### src/rtl/serial_subtractor_pkg.sv
// Shared definitions for the bit-serial subtractor: default operand width
// and the controller state encoding.
package serial_subtractor_pkg;

  localparam int DEFAULT_WIDTH = 8;

  typedef enum logic [1:0] {
    IDLE  = 2'd0,
    SHIFT = 2'd1,
    DONE  = 2'd2
  } state_t;

endpackage

### src/rtl/full_subtractor.sv
// One-bit full subtractor: d = x - y - bin, with the borrow produced
// toward the next more significant bit.
module full_subtractor (
  input  logic x,
  input  logic y,
  input  logic bin,
  output logic d,
  output logic bout
);

  assign d    = x ^ y ^ bin;
  assign bout = (~x & y) | (~(x ^ y) & bin);

endmodule

### src/rtl/serial_subtractor.sv
// Bit-serial subtractor: computes a - b - b_in one bit per clock, LSB first,
// and publishes the result in a separate output register on entry to DONE.
module serial_subtractor
  import serial_subtractor_pkg::*;
#(
  parameter int WIDTH = DEFAULT_WIDTH
) (
  input  logic             clk,
  input  logic             rst_n,
  input  logic             start,
  input  logic [WIDTH-1:0] a,
  input  logic [WIDTH-1:0] b,
  input  logic             b_in,
  output logic [WIDTH-1:0] diff,
  output logic             borrow_out,
  output logic             ovf,
  output logic             busy,
  output logic             done
);

  localparam int CNT_W = $clog2(WIDTH + 1);
  localparam logic [CNT_W-1:0] LAST_BIT = CNT_W'(WIDTH - 1);

  state_t           state_reg;
  state_t           state_next;
  logic [WIDTH-1:0] a_sr;
  logic [WIDTH-1:0] b_sr;
  logic [WIDTH-1:0] diff_sr;
  logic [WIDTH-1:0] diff_reg;
  logic [CNT_W-1:0] cnt_reg;
  logic             borrow_sr;
  logic             a_msb;
  logic             b_msb;
  logic             borrow_reg;
  logic             ovf_reg;
  logic             fs_d;
  logic             fs_bout;
  logic             diff_sr_unused;

  full_subtractor u_full_subtractor (
    .x    (a_sr[0]),
    .y    (b_sr[0]),
    .bin  (borrow_sr),
    .d    (fs_d),
    .bout (fs_bout)
  );

  // The LSB of diff_sr is always shifted out; the final bit comes straight from fs_d.
  assign diff_sr_unused = diff_sr[0];

  always_ff @(posedge clk or negedge rst_n) begin
    if (!rst_n) begin
      state_reg <= IDLE;
    end else begin
      state_reg <= state_next;
    end
  end

  always_comb begin
    state_next = state_reg;
    busy       = 1'b0;
    done       = 1'b0;
    case (state_reg)
      IDLE: begin
        if (start) begin
          state_next = SHIFT;
        end
      end
      SHIFT: begin
        busy = 1'b1;
        if (cnt_reg == LAST_BIT) begin
          state_next = DONE;
        end
      end
      DONE: begin
        done       = 1'b1;
        state_next = IDLE;
      end
      default: begin
        state_next = IDLE;
      end
    endcase
  end

  always_ff @(posedge clk or negedge rst_n) begin
    if (!rst_n) begin
      a_sr       <= '0;
      b_sr       <= '0;
      diff_sr    <= '0;
      diff_reg   <= '0;
      cnt_reg    <= '0;
      borrow_sr  <= 1'b0;
      a_msb      <= 1'b0;
      b_msb      <= 1'b0;
      borrow_reg <= 1'b0;
      ovf_reg    <= 1'b0;
    end else if (state_reg == IDLE && start) begin
      a_sr      <= a;
      b_sr      <= b;
      borrow_sr <= b_in;
      a_msb     <= a[WIDTH-1];
      b_msb     <= b[WIDTH-1];
      diff_sr   <= '0;
      cnt_reg   <= '0;
    end else if (state_reg == SHIFT) begin
      a_sr      <= a_sr >> 1;
      b_sr      <= b_sr >> 1;
      diff_sr   <= {fs_d, diff_sr[WIDTH-1:1]};
      borrow_sr <= fs_bout;
      cnt_reg   <= cnt_reg + CNT_W'(1);
      // Sign bit is being processed: the visible result is updated only now.
      if (cnt_reg == LAST_BIT) begin
        diff_reg   <= {fs_d, diff_sr[WIDTH-1:1]};
        borrow_reg <= fs_bout;
        ovf_reg    <= (a_msb ^ b_msb) & (fs_d ^ a_msb);
      end
    end
  end

  assign diff       = diff_reg;
  assign borrow_out = borrow_reg;
  assign ovf        = ovf_reg;

endmodule
### config.mk
export PLATFORM = sky130hd
export DESIGN_NAME = serial_subtractor
export DESIGN_NICKNAME = d
export VERILOG_FILES = /design/src/rtl/serial_subtractor_pkg.sv /design/src/rtl/full_subtractor.sv /design/src/rtl/serial_subtractor.sv
export SDC_FILE = /design/constraint.sdc
export NUM_CORES = 1
export LEC_CHECK = 0
export ABC_AREA = 1
export CORE_MARGIN = 3
export CORE_UTILIZATION = 56
export DETAILED_ROUTE_END_ITERATION = 12
export GPL_TIMING_DRIVEN = 0
export PLACE_DENSITY = 0.84
export SLEW_MARGIN = 15
export SYNTH_ARGS = -nofsm -noshare
export SYNTH_HDL_FRONTEND = slang
export SYNTH_SLANG_ARGS = --single-unit
export TNS_END_PERCENT = 5
### constraint.sdc
create_clock -name clk -period 2.8 [get_ports clk]
set_input_delay 0.56 -clock clk [delete_from_list [all_inputs] [get_ports clk]]
set_output_delay 0.56 -clock clk [all_outputs]
set_load 0.03 [all_outputs]
==> metrics.md, run 1 <==
| Metric | Value |
|---|---|
| Run status | `finished, final reports clean` |
| R2r setup slk | `1.39 ns` |
| TritonCTS clock tree | `built` |
| Synthesis-to-layout area growth | `22.6%` |
| Number of top-level pins | `32` |
| Overall Global Routing Usage | `20.1%` |
| Number of global-route vias before repair | `1424` |
| Cell type with the largest total area after synthesis | `sky130_fd_sc_hd__dfrtp_1` |
| Wirelength, routed | `3690 um` |
| Worst Path Arrival | `1.99 ns` |
| Global routing's busiest layer | `met2` |
| Launch instance of the worst register-to-register path | `b_sr[0]` |
| Leakage | `1.23 nW` |
| Portion of synthesized cell area occupied by the leading cell type | `54.7%` |
| Max-cap viol count | `0` |
| Setup crit end kind | `primary output` |
| Portion of the clock cycle consumed by the worst path in the final layout | `91.0%` |
| Fillcell total | `255` |
| Warnings, synthesis | `0` |
| Die span in x | `64.6 um` |
| Number of clock sinks | `42` |
| Kind of critical path | `flip-flop to primary output` |
| Endpoint of the most critical register-to-register path | `ovf` |
| Top area cells in the synthesized netlist | `sky130_fd_sc_hd__dfrtp_1, sky130_fd_sc_hd__nand2_1, sky130_fd_sc_hd__inv_1, sky130_fd_sc_hd__o21ai_0, sky130_fd_sc_hd__o21ai_2` |
| Type of the worst min-delay path | `input pin to async pin` |
| Master cell of the clock root buffer | `sky130_fd_sc_hd__clkbuf_4` |
| Total via count after detailed routing | `1543` |
| Pwr per Cell Area | `1060 mW/mm^2` |
| Critical Path RT | `2.24 ns` |
| Clock Tree Buf Depth | `2` |
| Highest clock rate | `0.393 GHz` |
| Global Route met3 Usage | `5.89%` |
| Synthesized flop and latch total | `42` |
| Core box area | `0.00315 mm^2` |
| Worst slew margin relative to its limit | `75.4%` |
| Final Instance Count excl. Fillers | `318` |
| Post-route DRC violation count | `0` |
| Initial drt markers | `106` |
| Post-synth net total | `256` |
| Count of buffering cells on the critical path with inverters included | `3` |
| Routability Congestion | `0.811` |
| Average vias per placed instance | `4.85` |
| Post-synth ARST share | `100%` |
| Sequential share of the synthesized area | `54.7%` |
| Yosys cell types | `17` |
| Area used by multi-input combinational logic | `703 um^2` |
| Path length in cells of the critical path | `4` |
| Maximum level of the CTS H-tree | `2` |
| Area of all placed cells without fillers | `0.00236 mm^2` |
| Initial Util | `61.0%` |
| Worst voltage drop across the vdd grid | `0.615 mV` |
| Hold_ws | `0.0534 ns` |
| Num CTS Buffers | `5` |
| Cell count after placement | `310` |
| Pin count of the biggest net entering global routing | `33` |
| Cell chain of the critical path | `inv_2 -> nor2_4 -> buf_6 -> clkdlybuf4s50_1` |
| Die Y | `64.6 um` |
| Clock period minus worst slack | `2.55 ns` |
| Most frequent cells after synthesis | `sky130_fd_sc_hd__nand2_1, sky130_fd_sc_hd__dfrtp_1, sky130_fd_sc_hd__inv_1` |
| Hold-fix buffers, CTS | `0` |
| Max FO, Critical Path | `10` |
| Sum of negative setup slack | `0 ns` |
| Number of setup violations in the final report | `0` |
| Largest stage delay, worst path | `0.68 ns` |
| Storage cell area | `0.00105 mm^2` |
| Initial antenna violation count | `0` |
| Remaining number of nets flagged by the antenna check after routing | `0` |
| Number of instances in the synthesized netlist | `234` |
| Per-cell routed wire length | `11.6 um` |
| Area after detailed placement | `0.00230 mm^2` |
| Net count of the finished layout | `295` |
| Total grt overflow | `0` |
| Number of placement rows | `20` |
| Worst-case clock skew | `0.0141 ns` |
| Critical Path Source Type | `flip-flop` |
| Clock latency at the later pin of the worst-skew pair | `0.36 ns` |
| Ratio of cells with drive above 1 in the final layout | `10.6%` |
| Met2 routing resource usage after global routing | `31.1%` |
| Post-layout power | `2.50 mW` |
| Setup Buffers After CTS | `0` |
| Synthesized area | `0.00192 mm^2` |
| Antenna diode count | `0` |
| Global-route wire length before repair | `6330 um` |
| Source of the critical timing path | `state_reg[0]` |
| Total count of hold-check failures in the final report | `0` |
| Length in cells of the worst reg-to-reg path | `7` |
| First-pass iteration count of the detailed router | `4` |
| Avg Inst Size Synth | `8.22 um^2` |
| Unrepaired setup endpoints after global routing | `no` |
| Dominant register cell in the synthesized netlist | `sky130_fd_sc_hd__dfrtp_1` |
| Clk slew on worst S/H paths | `0.13 ns` |
| HPWL reported at the end of detailed placement | `2680 um` |
| Die Outline Area | `0.00417 mm^2` |
| Worst path top cell family by delay | `buffers and inverters` |
| Buffers on Ports | `31` |
| GR met1 Demand/Resource | `26.6%` |
| Total of cells resized after clock tree synthesis | `0` |
| End-of-flow core utilization | `74.8%` |
| Max-slew violation count | `0` |
| Most frequently used cell type in the post-synthesis netlist | `sky130_fd_sc_hd__nand2_1` |
| Setup ws final | `0.253 ns` |
| Capture point of the critical path | `busy` |
| Dpl ws | `0.657 ns` |
| Slew @ Worst Pin | `0.369 ns` |
| CP max-delay cell | `sky130_fd_sc_hd__clkdlybuf4s50_1` |
| Number of synthesized flops with an enable pin | `0` |
==> per-layer routing <==
| metal | wire [um] | share of wire, % |
|---|---|---|
| met5 | 0 | 0 |
| met4 | 63 | 1.7 |
| met3 | 183 | 5.0 |
| met2 | 1660 | 45 |
| met1 | 1780 | 48 |
==> kinds of logic (layout without fill, tap and decap cells) <==
logic type | after synthesis | after routing | share of synthesized area [%]
flops | 42 | 42 | 54.7
fa+ha+maj | 2 | 2 | 1.69
compound gates | 26 | 26 | 8.52
simple gates | 126 | 126 | 26.4
buf+inv | 38 | 78 | 8.78
==> how the worst min path moves through the flow <==
stage,from,end,cells past startpoint
finish,rst_n,diff[0],1
global route,rst_n,diff[0],1
CTS,rst_n,diff[0],1
detailed placement,rst_n,diff[2],1
global placement,a_sr[1],a_sr[1],2
floorplan,rst_n,a_msb,0
==> power breakdown <==
part	total, mW	internal (mW)	switching [mW]	leakage (nW)
registers	1.03	0.880	0.154	0.530
clock network	0.297	0.0988	0.199	0.0322
logic	1.17	0.456	0.716	0.671
==> area by class of cell <==
cell class                 count  share of cell area, %
sequential                    42                   44.6
multi-input combinational    154                   29.8
timing repair buffer          32                   13.8
inverter                      31                   4.93
tap                           44                   2.33
buffer                         7                   2.23
clock buffer                   6                   1.75
clock inverter                 2                  0.584
==> worst register-to-register path, delay by kind of cell, from the launching register on <==
kind	cells	cell delay [ns]
flip-flops	1	0.38
buffers and inverters	2	0.17
AND/OR/NAND/NOR	4	0.23
adder cells (fa/ha/maj)	1	0.54
==> cell usage in the layout (no fill, tap or decap), types with 2 or more instances in the layout <==
master | synthesis | final
sky130_fd_sc_hd__nand2_1 | 110 | 110
sky130_fd_sc_hd__dfrtp_1 | 42 | 42
sky130_fd_sc_hd__inv_1 | 30 | 30
sky130_fd_sc_hd__clkdlybuf4s50_1 | 0 | 30
sky130_fd_sc_hd__o21ai_0 | 16 | 16
sky130_fd_sc_hd__o21ai_2 | 9 | 9
sky130_fd_sc_hd__nand3_1 | 7 | 7
sky130_fd_sc_hd__nor2_1 | 5 | 5
sky130_fd_sc_hd__clkbuf_4 | 0 | 5
sky130_fd_sc_hd__buf_2 | 3 | 4
sky130_fd_sc_hd__buf_6 | 3 | 3
sky130_fd_sc_hd__nor2_4 | 2 | 2
sky130_fd_sc_hd__clkbuf_1 | 1 | 2
(Power assumes the default switching activity.)
==> run 2: changes to the inputs <==
CELL_PAD_IN_SITES_DETAIL_PLACEMENT = 1   (was not set)
CELL_PAD_IN_SITES_GLOBAL_PLACEMENT = 1   (was not set)
CORE_UTILIZATION = 42   (was 56)
PLACE_DENSITY = 0.85   (was 0.84)
==> metrics.md, run 2 (synthesis results as in run 1) <==
| Metric | Value |
|---|---|
| Clock period minus worst slack | `2.47 ns` |
| Buffers on Ports | `31` |
| Type of the worst min-delay path | `input pin to async pin` |
| Clock network fraction of total power | `15.2%` |
| Run status | `finished, final reports clean` |
| Ratio of cells with drive above 1 in the final layout | `10.6%` |
| Number of global-route vias before repair | `1622` |
| Maximum level of the CTS H-tree | `2` |
| Worst-case clock skew | `0.00749 ns` |
| Critical Path Source Type | `flip-flop` |
| Highest layer used for signal routing | `met4` |
| Setup crit end kind | `primary output` |
| Largest stage delay, worst path | `0.68 ns` |
| Max-slew violation count | `0` |
| Cell chain of the critical path | `inv_2 -> nor2_4 -> buf_6 -> clkdlybuf4s50_1` |
| Worst Path Arrival | `1.91 ns` |
| Critical Path RT | `2.24 ns` |
| Max FO, Critical Path | `10` |
| Core box area | `0.00420 mm^2` |
| Number of clock sinks | `42` |
| Setup ws final | `0.327 ns` |
| Average vias per placed instance | `4.86` |
| Die Outline Area | `0.00543 mm^2` |
| Slew @ Worst Pin | `0.428 ns` |
| Die Y | `73.7 um` |
| First-pass iteration count of the detailed router | `4` |
| Power share of the combinational group | `45.6%` |
| Total count of hold-check failures in the final report | `0` |
| Int Power | `1.54 mW` |
| Clk slew on worst S/H paths | `0.08 ns` |
| Switching power summed over all nets | `1.13 mW` |
| Leakage | `1.25 nW` |
| Kind of critical path | `flip-flop to primary output` |
| Part of the power in registers | `39.2%` |
| Hold-fix buffers, CTS | `0` |
| Count of buffering cells on the critical path with inverters included | `3` |
| Total length of routed met3 wires | `152 um` |
| Total via count after detailed routing | `1575` |
| Per-cell routed wire length | `14.1 um` |
| Worst path top cell family by delay | `buffers and inverters` |
| Number of setup violations in the final report | `0` |
| Num CTS Buffers | `5` |
| Clock Tree Buf Depth | `2` |
| Post-route DRC violation count | `0` |
| Portion of the clock cycle consumed by the worst path in the final layout | `88.3%` |
| Initial Util | `45.8%` |
| Clock latency at the later pin of the worst-skew pair | `0.29 ns` |
| Initial drt markers | `47` |
| Wirelength, routed | `4580 um` |
| Highest clock rate | `0.404 GHz` |
| Metal2 WL | `2330 um` |
| Remaining number of nets flagged by the antenna check after routing | `0` |
| Die span in x | `73.7 um` |
| Overall Global Routing Usage | `18.2%` |
| Switching Fraction | `42.3%` |
| Sum of negative setup slack | `0 ns` |
| Post-layout power | `2.66 mW` |
| Worst slew margin relative to its limit | `71.5%` |
| CP max-delay cell | `sky130_fd_sc_hd__clkdlybuf4s50_1` |
| Net count of the finished layout | `295` |
| Pin count of the biggest net entering global routing | `28` |
| Hold_ws | `0.180 ns` |
| Total of cells resized after clock tree synthesis | `0` |
| Fillcell total | `524` |
| Dpl ws | `0.638 ns` |
| Storage cell area | `0.00105 mm^2` |
| Total grt overflow | `0` |
| Area used by multi-input combinational logic | `703 um^2` |
| Master cell of the clock root buffer | `sky130_fd_sc_hd__clkbuf_8` |
| Number of placement rows | `23` |
| Routability Congestion | `0.829` |
| TritonCTS clock tree | `built` |
| Initial antenna violation count | `0` |
| Leading cell type in the layout, fill and taps excluded | `sky130_fd_sc_hd__nand2_1` |
| Setup Buffers After CTS | `0` |
| Antenna diode count | `0` |
| Pwr per Cell Area | `1110 mW/mm^2` |
| Unrepaired setup endpoints after global routing | `no` |
| Global-route wire length before repair | `7550 um` |
| Number of top-level pins | `32` |
| HPWL reported at the end of detailed placement | `3300 um` |
| Top library cells by usage in the layout, fill and taps aside | `sky130_fd_sc_hd__nand2_1, sky130_fd_sc_hd__dfrtp_1, sky130_fd_sc_hd__inv_1, sky130_fd_sc_hd__clkdlybuf4s50_1, sky130_fd_sc_hd__o21ai_0` |
| Met1 Wirelength | `2030 um` |
| Worst voltage drop across the vdd grid | `0.365 mV` |
| Max-cap viol count | `0` |
| Synthesis-to-layout area growth | `24.9%` |
## run 2: power groups by stage
| stage | Sequential, mW | Clock [mW] | Combinational (mW) |
|---|---|---|---|
| global route | 1.08 | 0.435 | 1.36 |
| global placement | 1.03 | 0 | 1.17 |
| floorplan | 1.16 | 0 | 0.679 |
| detailed placement | 1.06 | 0 | 1.21 |
| CTS | 1.05 | 0.414 | 1.24 |
| finish | 1.05 | 0.404 | 1.22 |
## run 2: layout make-up
| type | count | share of cell area [%] |
|---|---|---|
| clock inverters | 1 | 0.208 |
| well taps | 50 | 2.60 |
| flip-flops and latches | 42 | 43.8 |
| inverters | 31 | 4.84 |
| multi-input cells | 154 | 29.3 |
| plain buffers | 7 | 2.19 |
| repair buffers | 32 | 13.5 |
| clock buffers | 7 | 3.59 |
## run 2: metrics by stage
step | cells | cell area [um^2] | util (%)
finish | 324 | 2400 | 57.2
global route | 324 | 2400 | 57.2
CTS | 324 | 2400 | 57.2
detailed placement | 316 | 2310 | 55.0
global placement | 315 | 2300 | 54.6
floorplan | 234 | 1920 | -
## run 2: worst paths after layout
path | start | endpoint | slack (ns) | cells after the start
min reg2reg | b_sr[5] | b_sr[5] | 0.48 | 2
max reg2reg | state_reg[1] | b_sr[6] | 1.31 | 6
min | rst_n | a_sr[6] | 0.18 | 1
max in group asynchronous | rst_n | a_sr[0] | 2.14 | 2
min in group clk | b_sr[5] | b_sr[5] | 0.48 | 2
max | state_reg[0] | busy | 0.33 | 4
## run 2: per-layer routing
layer	vias up	GRT usage, %
met5	-	0
met4	0	6.24
met3	8	3.69
met2	27	31.7
met1	760	22.2
li1	780	-
